File: config.mk
export PLATFORM = sky130hd
export DESIGN_NAME = product_accumulator_flat
export DESIGN_NICKNAME = d
export VERILOG_FILES = /design/src/rtl/product_accumulator_if.sv /design/src/rtl/product_accumulator.sv /design/src/flat_wrapper.sv
export SDC_FILE = /design/constraint.sdc
export NUM_CORES = 1
export LEC_CHECK = 0
export ABC_AREA = 1
export ABC_CLOCK_PERIOD_IN_PS = 4400
export BUFFER_PORTS_ARGS = -buffer_cell sky130_fd_sc_hd__clkbuf_2
export CORE_MARGIN = 4
export CORE_UTILIZATION = 50
export DETAILED_ROUTE_END_ITERATION = 7
export PLACE_DENSITY = 0.73
export SLEW_MARGIN = 20
export SYNTH_ARGS = -nofsm -noshare
export SYNTH_HDL_FRONTEND = slang
export SYNTH_SLANG_ARGS = --single-unit
File: constraint.sdc
create_clock -name clk -period 4.4 [get_ports clk]
set_input_delay 0.22 -clock clk [delete_from_list [all_inputs] [get_ports clk]]
set_output_delay 0.22 -clock clk [all_outputs]
set_load 0.005 [all_outputs]
File: src/rtl/product_accumulator_if.sv
// Bus between the multiplier-side driver and the product accumulator:
// start/clear/product go in, the running sum and status come out.
interface product_accumulator_if #(
  parameter int unsigned ACC_W = 12
) ();

  logic             start;
  logic             clear;
  logic [7:0]       product;
  logic [ACC_W-1:0] acc_sum;
  logic [7:0]       term_cnt;
  logic             busy;
  logic             done;
  logic             overflow;

  modport master (
    output start, clear, product,
    input  acc_sum, term_cnt, busy, done, overflow
  );

  modport slave (
    input  start, clear, product,
    output acc_sum, term_cnt, busy, done, overflow
  );

endinterface

File: src/rtl/product_accumulator.sv
// Samples the multiplier product LATENCY cycles after each start and
// accumulates N_TERMS of them into a wrapping sum with a sticky overflow flag.
module product_accumulator #(
  parameter int unsigned LATENCY = 2,
  parameter int unsigned N_TERMS = 4,
  parameter int unsigned ACC_W   = 12
) (
  input  logic                  clk,
  input  logic                  n_rst,
  product_accumulator_if.slave  bus
);

  localparam int unsigned CNT_W  = 4;
  localparam int unsigned TERM_W = 8;
  localparam int unsigned SUM_W  = ACC_W + 1;

  typedef enum logic [1:0] {IDLE, WAIT, DONE} state_t;

  state_t             state, state_n;
  logic [CNT_W-1:0]   lat_cnt, lat_cnt_n;
  logic [ACC_W-1:0]   acc_sum, acc_sum_n;
  logic [TERM_W-1:0]  term_cnt, term_cnt_n;
  logic               busy, busy_n;
  logic               done, done_n;
  logic               overflow, overflow_n;
  logic [SUM_W-1:0]   sum_ext;

  always_ff @(posedge clk or negedge n_rst) begin
    if (!n_rst) begin
      state    <= IDLE;
      lat_cnt  <= '0;
      acc_sum  <= '0;
      term_cnt <= '0;
      busy     <= 1'b0;
      done     <= 1'b0;
      overflow <= 1'b0;
    end else begin
      state    <= state_n;
      lat_cnt  <= lat_cnt_n;
      acc_sum  <= acc_sum_n;
      term_cnt <= term_cnt_n;
      busy     <= busy_n;
      done     <= done_n;
      overflow <= overflow_n;
    end
  end

  always_comb begin
    state_n    = state;
    lat_cnt_n  = lat_cnt;
    acc_sum_n  = acc_sum;
    term_cnt_n = term_cnt;
    done_n     = done;
    overflow_n = overflow;
    // Extra top bit captures the carry out of the ACC_W-bit add.
    sum_ext    = {1'b0, acc_sum} + SUM_W'(bus.product);

    if (bus.clear) begin
      state_n    = IDLE;
      lat_cnt_n  = '0;
      acc_sum_n  = '0;
      term_cnt_n = '0;
      done_n     = 1'b0;
      overflow_n = 1'b0;
    end else begin
      unique case (state)
        IDLE: begin
          if (bus.start) begin
            state_n   = WAIT;
            lat_cnt_n = CNT_W'(LATENCY - 1);
          end
        end
        WAIT: begin
          if (lat_cnt != '0) begin
            lat_cnt_n = lat_cnt - CNT_W'(1);
          end else begin
            acc_sum_n  = sum_ext[ACC_W-1:0];
            term_cnt_n = term_cnt + TERM_W'(1);
            if (sum_ext[ACC_W]) overflow_n = 1'b1;
            if (term_cnt_n == TERM_W'(N_TERMS)) begin
              state_n = DONE;
              done_n  = 1'b1;
            end else begin
              state_n = IDLE;
            end
          end
        end
        DONE: begin
          // A start here opens a fresh run in the same edge.
          if (bus.start) begin
            state_n    = WAIT;
            lat_cnt_n  = CNT_W'(LATENCY - 1);
            acc_sum_n  = '0;
            term_cnt_n = '0;
            done_n     = 1'b0;
            overflow_n = 1'b0;
          end
        end
        default: state_n = IDLE;
      endcase
    end

    busy_n = (state_n == WAIT);
  end

  assign bus.acc_sum  = acc_sum;
  assign bus.term_cnt = term_cnt;
  assign bus.busy     = busy;
  assign bus.done     = done;
  assign bus.overflow = overflow;

endmodule
File: src/flat_wrapper.sv
// flat-port wrapper written by rule: the top's interface ports become plain ports
module product_accumulator_flat 
#(
  parameter int unsigned LATENCY = 2,
  parameter int unsigned N_TERMS = 4,
  parameter int unsigned ACC_W   = 12
)
  (clk, n_rst, bus_start, bus_clear, bus_product, bus_acc_sum, bus_term_cnt, bus_busy, bus_done, bus_overflow);
  product_accumulator_if #(.ACC_W(ACC_W)) bus_i ();
  input  logic clk;
  input  logic n_rst;
  input wire logic [$bits(bus_i.start)-1:0] bus_start;
  input wire logic [$bits(bus_i.clear)-1:0] bus_clear;
  input wire logic [$bits(bus_i.product)-1:0] bus_product;
  output wire logic [$bits(bus_i.acc_sum)-1:0] bus_acc_sum;
  output wire logic [$bits(bus_i.term_cnt)-1:0] bus_term_cnt;
  output wire logic [$bits(bus_i.busy)-1:0] bus_busy;
  output wire logic [$bits(bus_i.done)-1:0] bus_done;
  output wire logic [$bits(bus_i.overflow)-1:0] bus_overflow;
  assign bus_i.start = bus_start;
  assign bus_i.clear = bus_clear;
  assign bus_i.product = bus_product;
  assign bus_acc_sum = bus_i.acc_sum;
  assign bus_term_cnt = bus_i.term_cnt;
  assign bus_busy = bus_i.busy;
  assign bus_done = bus_i.done;
  assign bus_overflow = bus_i.overflow;
  product_accumulator #(.LATENCY(LATENCY), .N_TERMS(N_TERMS), .ACC_W(ACC_W)) u_core (.clk(clk), .n_rst(n_rst), .bus(bus_i));
endmodule
==> results of run 1 <==
layout by cell type, fill, tap and decap left out, types with 2 or more instances in the layout:
master,netlist,layout
o22ai_1,5,5
nand3_1,16,16
xnor2_1,2,2
dfrtp_1,29,29
xor2_1,3,3
nand4_1,2,2
clkbuf_4,0,5
a22o_1,2,2
o21ai_1,8,8
a21oi_1,12,12
nand2_1,69,69
nor2_1,25,25
ha_1,11,11
nor2_2,3,3
inv_1,24,24
clkbuf_2,0,34
o21ai_0,7,7
inv_2,4,4
power by group through the flow:
stage	clock network (W)	logic (W)	registers, W
final	0.000241	0.000125	0.000302
after global routing	0.000253	0.000143	0.000305
after CTS	0.000248	0.000127	0.000302
after detailed placement	0	0.000126	0.000307
after global placement	0	0.000123	0.000307
after floorplan	0	0.0000825	0.000305
path summary, 6_finish.rpt:
path	startpoint	end	slack, ns	cells after the start
worst max-delay path	u_core.bus.acc_sum[0]	u_core.bus.acc_sum[10]	2.43	12
worst max register to register	u_core.bus.acc_sum[0]	u_core.bus.acc_sum[10]	2.43	12
max in group asynchronous	n_rst	u_core.bus.acc_sum[5]	3.47	2
worst min register to register	u_core.bus.done	u_core.bus.done	0.48	2
min in group asynchronous	n_rst	u_core.lat_cnt[2]	0.45	2
worst min-delay path	bus_clear	u_core.state[1]	0.18	2
routing by layer:
layer / up-vias / track usage, % / wire length, µm
li1: 848 / - / -
met1: 725 / 24.3 / 1870
met2: 28 / 30.7 / 1820
met3: 7 / 6.24 / 202
met4: 0 / 7.44 / 63
met5: - / 0 / 0
logic make-up (layout without fill, tap and decap cells):
kind of cell	after synthesis	in the layout	share of synthesized area, %
xor+xnor	5	5	2.43
buf+inv	31	71	6.68
flops	29	29	40.3
fa+ha+maj	12	12	8.76
simple gates	120	120	28.0
compound gates	40	40	13.8
registers in the layout, summed over array words and instances, names as in the netlist:
name	flops
u_core.bus.acc_sum	12
u_core.bus.busy	1
u_core.bus.done	1
u_core.bus.overflow	1
u_core.bus.term_cnt	8
u_core.lat_cnt	4
u_core.state	2
final cells by class:
type / count / area, µm² / share of cell area [%]
multi-input combinational: 177 / 953 / 45.2
sequential: 29 / 726 / 34.4
timing repair buffer: 35 / 180 / 8.54
inverter: 28 / 105 / 4.98
tap: 46 / 57.6 / 2.73
clock buffer: 6 / 51.3 / 2.43
clock inverter: 2 / 37.5 / 1.78
per-stage QoR:
step,hold WS (ns),utilization (%),instance area (µm²)
after global placement,0.320,58.9,2010
after detailed placement,0.319,58.9,2010
after floorplan,-0.0756,-,1800
final,0.176,61.8,2110
after CTS,0.156,61.8,2110
after global routing,0.193,61.8,2110
critical path, cell delays in order, from the launching register on:
cell      delay [ns]
dfrtp_1         0.39
ha_1            0.20
inv_1           0.06
fa_1            0.39
nand3b_1        0.18
nand2_1         0.13
nand2_1         0.07
nand3_1         0.08
nand2_1         0.10
nor2_1          0.11
nand2_1         0.05
nand2_1         0.06
nor2_1          0.03
==> results.cfg, run 1 <==
[worst_setup_path]
cp_max_fo = 3
cp-start-kind = register
critPathKind = reg2reg
endpoint_kind = register
crit_required_ns = 4.64
cp.arrival_ns = 2.22

[sta]
finalSetupViolCount = 0
finalHoldViolCount = 0
fmax_mhz = 507
min_period_ns = 1.97
setup_tns_ns = 0
maxSlewHeadroom_pct = 50.8
maxSlewViolCount = 0
tightest_slew_ns = 0.738
rsz0062_at_grt = no
fin_ws_ns = 2.43
fin_crit_sh_pct = 44.8
finalClockSkew_ns = 0.0153

[floorplan]
die_x_um = 68.0
io_pins = 35
core_mm2 = 0.00342
start_util_pct = 52.7
fp.dieH_um = 68.0
placementRows = 21
die_area_mm2 = 0.00462

[cts]
path_clk_slew_ns = 0.10
cts.repair.resized = 0
cts_tree = yes
cts_max_path_buffers = 2
insertion_delay_ns = 0.35
cts_sinks = 29
cts_buffers = 5
clock-root-buffer = clkbuf_4
ctsHoldBuffers = 1
htreeDepth = 2
post-cts-setup-buffer-count = 0

[power_and_ir_drop]
finalPower_w = 0.000668
clock_power_share_pct = 36.0
vdd_drop_max_mv = 0.198
power_switching_w = 0.000202
power_frac_seq_pct = 45.2
swShare_pct = 30.2
p_int_w = 0.000466
p_comb_share_pct = 18.8
power_density_mw_per_mm2 = 317
leakagePower_nw = 1.10

[logic_synthesis]
synth_most_common_cell = nand2_1
ys_ff_latch = 29
synth_area_leaders = dfrtp_1 40%, nand2_1 14%, ha_1 7.6%
syn_area_per_cell_um2 = 7.59
synth_nets = 261
yosys_warnings = 0
synth_cells = 237
synth_common_cells = 69 x nand2_1, 29 x dfrtp_1, 25 x nor2_1
synth_top_cell_by_area = dfrtp_1
synth_cell_types = 29
ys.flop_type = dfrtp_1
synth-edff-count = 0
async_reset_ff_share_pct = 100
synth_seq_area_share_pct = 40.3
netlist_area_mm2 = 0.00180
synth_top_cell_area_share_pct = 40.3

[cells_and_area]
drive_gt1_share_pct = 19.9
areaGrowthSynthToFinish_pct = 17.3
fin_nets = 300
nFillCells = 322
insertedDiodeCount = 0
instances_no_fill = 323

[grt]
grt_pass1_wl_um = 6590
grt_pass1_vias = 1535
antenna_found_initial = 0
grt_use_total_pct = 19.3
gr-total-overflow = 0
grt_max_degree = 30

[drt]
drt_iter0_drc = 96
totalWireLength_um = 3960
wire_per_inst_um = 12.2
viasPerCell = 4.98
num_vias = 1608
dr.pass1.iters = 4
final_antenna_net_count = 0
drc = 0

[placed_design]
dpl.cell_count = 314
port-buffer-count = 34
pre_cts_ws_ns = 2.44
hpwl_um = 2930
gp_congestion = 0.808

[min_path]
hold_path.class = in2reg

[flow_run]
maxCapViolations = 0

[run_status]
status = finished clean
(Power assumes the default switching activity.)
==> inputs of run 2 (changes only) <==
Settings changed: ABC_AREA 1 to 0, ABC_CLOCK_PERIOD_IN_PS 4400 to 1690, CORE_UTILIZATION 50 to 49, PLACE_DENSITY 0.73 to 0.75.
Clock period 4.4 ns to 1.69 ns, I/O delays scaled along.
==> run 2 against run 1 <==
The flow now finishes with violations (negative setup slack); non-clock buffer count grew 46; synthesized cell count down 21%; cell area up 28%; critical path type unchanged; critical endpoint is now u_core.bus.term_cnt[5]; largest cell class unchanged; largest power group unchanged; highest routed layer unchanged.
==> results.cfg, run 2 <==
[logic_synthesis]
synth_cells = 187
synth_seq_area_share_pct = 41.8
synth_top_family_by_area = compound AO/OA/AOI/OAI gates
yosys_warnings = 0
synth-edff-count = 0
synth_most_common_cell = dfrtp_1
syn_area_per_cell_um2 = 9.29
synth_fa_ha_area_share_pct = 9.07
netlist_area_mm2 = 0.00174
synth_cell_types = 43
synth_mux_area_share_pct = 0
synth_nets = 211
synth_top_cell_by_area = dfrtp_1
synth_compound_area_share_pct = 20.0
synth_common_cells = 29 x dfrtp_1, 19 x nor2_1, 18 x nand2_1
async_reset_ff_share_pct = 100
synthSimpleGateAreaFrac_pct = 19.5
synth_area_leaders = dfrtp_1 42%, ha_1 7.9%, o21ai_0 4.9%
ys_ff_latch = 29
ys.flop_type = dfrtp_1
synth_xor_area_share_pct = 6.55
synth_top_cell_area_share_pct = 41.8

[power_and_ir_drop]
swShare_pct = 29.9
clock_power_share_pct = 33.0
power_density_mw_per_mm2 = 707
p_comb_share_pct = 28.2
leakagePower_nw = 1.30
finalPower_w = 0.00191
power_frac_seq_pct = 38.8
p_int_w = 0.00134
vdd_drop_max_mv = 0.743
power_switching_w = 0.000570

[sta]
fmax_mhz = 524
rsz0062_at_grt = yes
tightest_slew_ns = 0.746
fin_crit_sh_pct = 113
finalHoldViolCount = 0
setup_tns_ns = -2.68
fin_ws_ns = -0.219
min_period_ns = 1.91
finalSetupViolCount = 28
maxSlewViolCount = 0
finalClockSkew_ns = 0.0199
maxSlewHeadroom_pct = 50.2

[run_status]
violations = negative setup slack
status = complete, but fails checks

[grt]
grt_use_total_pct = 24.3
antenna_found_initial = 0
grt_pass1_wl_um = 8200
grt_pass1_vias = 1750
gr-total-overflow = 0
grt_max_degree = 30

[placed_design]
pre_cts_ws_ns = -0.273
dpl.cell_count = 295
hpwl_um = 3100
port-buffer-count = 34
gp_congestion = 0.848

[cts]
cts_max_path_buffers = 2
cts_sinks = 29
clock-root-buffer = clkbuf_4
insertion_delay_ns = 0.36
path_clk_slew_ns = 0.11
htreeDepth = 2
cts_buffers = 5
cts_tree = yes

[worst_setup_path]
crit_required_ns = 1.96
endpoint_kind = register
cp.arrival_ns = 2.18
cp_max_fo = 6
cp-start-kind = register
critPathKind = reg2reg

[drt]
wire_per_inst_um = 18.1
met2RoutedLength_um = 2890
highest_layer = met4
totalWireLength_um = 5770
dr.pass1.iters = 4
final_antenna_net_count = 0
drt_iter0_drc = 150
viasPerCell = 5.81
drt-met1-wl_um = 2360
drc = 0
route.met3.wl_um = 292
num_vias = 1852

[cells_and_area]
insertedDiodeCount = 0
largest_reg_flops = 12
final_cell_mix = 34 x clkbuf_2, 33 x buf_4, 28 x dfrtp_1
drive_gt1_share_pct = 50.5
fin_nets = 296
final_common_cell = clkbuf_2
final_util_pct = 79.7
areaGrowthSynthToFinish_pct = 55.5
top_regs = u_core.bus.acc_sum: 12 flops, u_core.bus.term_cnt: 8 flops, u_core.lat_cnt: 4 flops
regMostFlops = u_core.bus.acc_sum
instances_no_fill = 319

[floorplan]
core_mm2 = 0.00339
die_area_mm2 = 0.00456
placementRows = 21
io_pins = 35
die_x_um = 67.6
start_util_pct = 51.3
fp.dieH_um = 67.6

[flow_run]
maxCapViolations = 0

[min_path]
hold_path.class = in2reg
[run 2: cell type report]
| class | instances | area [µm²] |
|---|---|---|
| clock inverters | 1 | 30.0 |
| clock buffers | 7 | 55.1 |
| repair buffers | 81 | 597 |
| well taps | 46 | 57.6 |
| multi-input cells | 147 | 1210 |
| flip-flops and latches | 29 | 727 |
| fillers | 185 | 687 |
| inverters | 8 | 30.0 |
[run 2: stage by stage]
step	cell area, µm²	hold WS (ns)
3_3_place_gp	2220	0.182
2_1_floorplan	1780	-0.211
5_1_grt	2700	0.0629
6_report	2700	0.0320
4_1_cts	2530	0.0243
3_5_place_dp	2220	0.185
[run 2: power groups by stage]
stage                     clock (W)  combinational, W  sequential, W
final                      0.000630          0.000539       0.000741
after global routing       0.000656          0.000580       0.000744
after CTS                  0.000624          0.000459       0.000738
after detailed placement          0          0.000367       0.000751
after global placement            0          0.000358       0.000750
after floorplan                   0          0.000195       0.000755
[run 2: kinds of logic (layout without fill, tap and decap cells)]
logic type	Yosys count	count (layout)
AO/OA/AOI/OAI	56	56
XOR/XNOR	13	13
adder cells (fa/ha/maj)	12	12
buffers and inverters	12	97
flip-flops	29	29
AND/OR/NAND/NOR	65	66
[run 2: timing repair]
| action | CTS | global route |
|---|---|---|
| setup buffers | 8 | 5 |
| endpoints found under the hold margin | 29 | 0 |
| resized for setup | 38 | 38 |
| setup endpoints to repair | 26 | 28 |
| pin swaps | 22 | 16 |
| cloned | 2 | 0 |
| hold buffers | 1 | 0 |
[run 2: routing by layer]
layer	vias to the layer above	GRT usage, %
li1	834	-
met1	917	30.2
met2	79	40.7
met3	22	5.32
met4	0	9.87
met5	-	0
[run 2: final timing paths]
check	slack, ns	from	end	depth (start not counted)
worst max-delay path	-0.22	u_core.lat_cnt[1]	u_core.bus.term_cnt[5]	7
worst min-delay path	0.03	bus_start	u_core.state[1]	3
worst max register to register	-0.22	u_core.lat_cnt[1]	u_core.bus.term_cnt[5]	7
worst min register to register	0.52	u_core.bus.overflow	u_core.bus.overflow	1
max in group asynchronous	0.87	n_rst	u_core.bus.acc_sum[1]	2
min in group asynchronous	0.31	n_rst	u_core.bus.term_cnt[7]	2
[run 2: critical path, cell delays in order, from the launching register on]
cell and delay [ns]:
dfrtp_1 0.40, inv_2 0.08, ha_4 0.13, or3b_4 0.45, or3_4 0.44, nor2_2 0.13
o21ai_2 0.07, o21ai_1 0.14
==> inputs of run 3 (changes only) <==
Settings changed: SKIP_LAST_GASP set to 1.
==> run 3 against run 2 <==
The flow still finishes with violations (negative setup slack); worst setup slack improved by 0.027 ns; routed wire length decreased by 14%; flip-flop and latch count unchanged.
==> results.cfg, run 3 (synthesis gave the netlist of run 2 again) <==
[floorplan]
core_mm2 = 0.00339
fp.dieH_um = 67.6
die_x_um = 67.6
io_pins = 35
placementRows = 21
die_area_mm2 = 0.00456
start_util_pct = 51.3

[sta]
fin_ws_ns = -0.192
maxSlewViolCount = 0
finalSetupViolCount = 20
finalClockSkew_ns = 0.0159
fin_hold_ws_ns = 0.0252
fin_crit_sh_pct = 111
tightest_slew_ns = 0.740
rsz0062_at_grt = yes
finalHoldViolCount = 0
maxSlewHeadroom_pct = 50.7
min_period_ns = 1.88
fmax_mhz = 531

[cts]
path_clk_slew_ns = 0.09
cts_max_path_buffers = 2
htreeDepth = 2
cts_sinks = 29
cts_buffers = 5
clock-root-buffer = clkbuf_4
insertion_delay_ns = 0.34
cts_tree = yes

[grt]
grt_max_degree = 30
grt_pass1_wl_um = 7930
grt_use_total_pct = 23.4
gr-total-overflow = 0
antenna_found_initial = 0
grt_pass1_vias = 1751

[drt]
final_antenna_net_count = 0
dr.pass1.iters = 4
totalWireLength_um = 4970
num_vias = 1747
drt_iter0_drc = 128
viasPerCell = 5.55
drc = 0
wire_per_inst_um = 15.8

[cells_and_area]
final_common_cell = buf_4
drive_gt1_share_pct = 48.0
final_cell_mix = 36 x buf_4, 34 x clkbuf_2, 28 x dfrtp_1
fin_area_mm2 = 0.00261
fin_nets = 292
instances_no_fill = 315
insertedDiodeCount = 0
top_regs = u_core.bus.acc_sum: 12 flops, u_core.bus.term_cnt: 8 flops, u_core.lat_cnt: 4 flops
areaGrowthSynthToFinish_pct = 50.1
largest_reg_flops = 12
regMostFlops = u_core.bus.acc_sum

[power_and_ir_drop]
power_density_mw_per_mm2 = 710
leakagePower_nw = 1.28
vdd_drop_max_mv = 0.709

[worst_setup_path]
crit_required_ns = 1.96
cp-start-kind = register
cp.arrival_ns = 2.16
path_cells = inv_2 -> ha_4 -> or3b_4 -> nor3_4 -> nand3_2 -> or3_1 -> a21oi_2
endpoint_kind = register
max_stage_delay_ns = 0.44
crit_slowest_cell = or3b_4
cp_top_family = simple AND/OR/NAND/NOR gates
critPathKind = reg2reg
cp_max_fo = 6
cp.buffers_inverters = 1

[placed_design]
gp_congestion = 0.848
dpl.cell_count = 295
post_dp_cell_area_mm2 = 0.00222
port-buffer-count = 34
hpwl_um = 3100

[flow_run]
maxCapViolations = 0

[run_status]
violations = negative setup slack
status = complete, but fails checks

[min_path]
hold_path.class = in2reg
## run 3: cell types whose count changed in the layout (fill, tap and decap cells not counted), moves of 3 or more
cell	previous run	this run
buf_4	33	36
buf_6	11	4
nor2_1	15	18
o21ai_1	8	5
## run 3: final timing paths
check,startpoint,endpoint,slack (ns),cells after the start
max,u_core.lat_cnt[1],u_core.bus.acc_sum[11],-0.19,7
min,bus_start,u_core.lat_cnt[2],0.03,4
max reg2reg,u_core.lat_cnt[1],u_core.bus.acc_sum[11],-0.19,7
min reg2reg,u_core.bus.overflow,u_core.bus.overflow,0.52,1
max in group asynchronous,n_rst,u_core.bus.acc_sum[1],0.87,2
min in group asynchronous,n_rst,u_core.bus.term_cnt[7],0.32,2
## run 3: cell type report
| class | count | area, µm² |
|---|---|---|
| timing repair buffer | 77 | 541 |
| clock buffer | 7 | 55.1 |
| sequential | 29 | 727 |
| clock inverter | 1 | 30.0 |
| tap | 46 | 57.6 |
| multi-input combinational | 147 | 1170 |
| fill | 223 | 781 |
| inverter | 8 | 30.0 |
## run 3: what timing repair did
| action | CTS | global route |
|---|---|---|
| setup buffers | 8 | 1 |
| endpoints found under the hold margin | 29 | 0 |
| endpoints found under the setup margin | 26 | 27 |
| cloned | 2 | 0 |
| hold buffers | 1 | 0 |
| pin swaps | 22 | 10 |
| resized for setup | 31 | 28 |
## run 3: layer usage
| metal | track usage (%) | vias up | routed length (µm) |
|---|---|---|---|
| met5 | 0 | - | 0 |
| met4 | 10.1 | 0 | 121 |
| met3 | 4.66 | 18 | 199 |
| met2 | 38.6 | 51 | 2410 |
| met1 | 29.4 | 849 | 2230 |
| li1 | - | 829 | - |
## run 3: where the power goes
group	switching, W	internal (W)
sequential	0.0000208	0.000719
clock	0.000263	0.000353
combinational	0.000251	0.000244
total	0.000535	0.00132
## run 3: through the flow
| step | power, W | utilization (%) | setup WS [ns] | setup TNS (ns) |
|---|---|---|---|---|
| 2_1_floorplan | 0.000951 | - | -0.120 | -0.969 |
| 3_3_place_gp | 0.00111 | 65.6 | -0.191 | -2.25 |
| 3_5_place_dp | 0.00112 | 65.6 | -0.273 | -3.82 |
| 4_1_cts | 0.00182 | 74.4 | -0.156 | -1.93 |
| 5_1_grt | 0.00193 | 77.0 | -0.260 | -3.97 |
| 6_report | 0.00185 | 77.0 | -0.192 | -2.06 |
## run 3: tightest hold or removal path, delay by kind of cell
kind	cells	cell delay (ns)
buf+inv	1	0.10
simple gates	2	0.09
compound gates	1	0.05
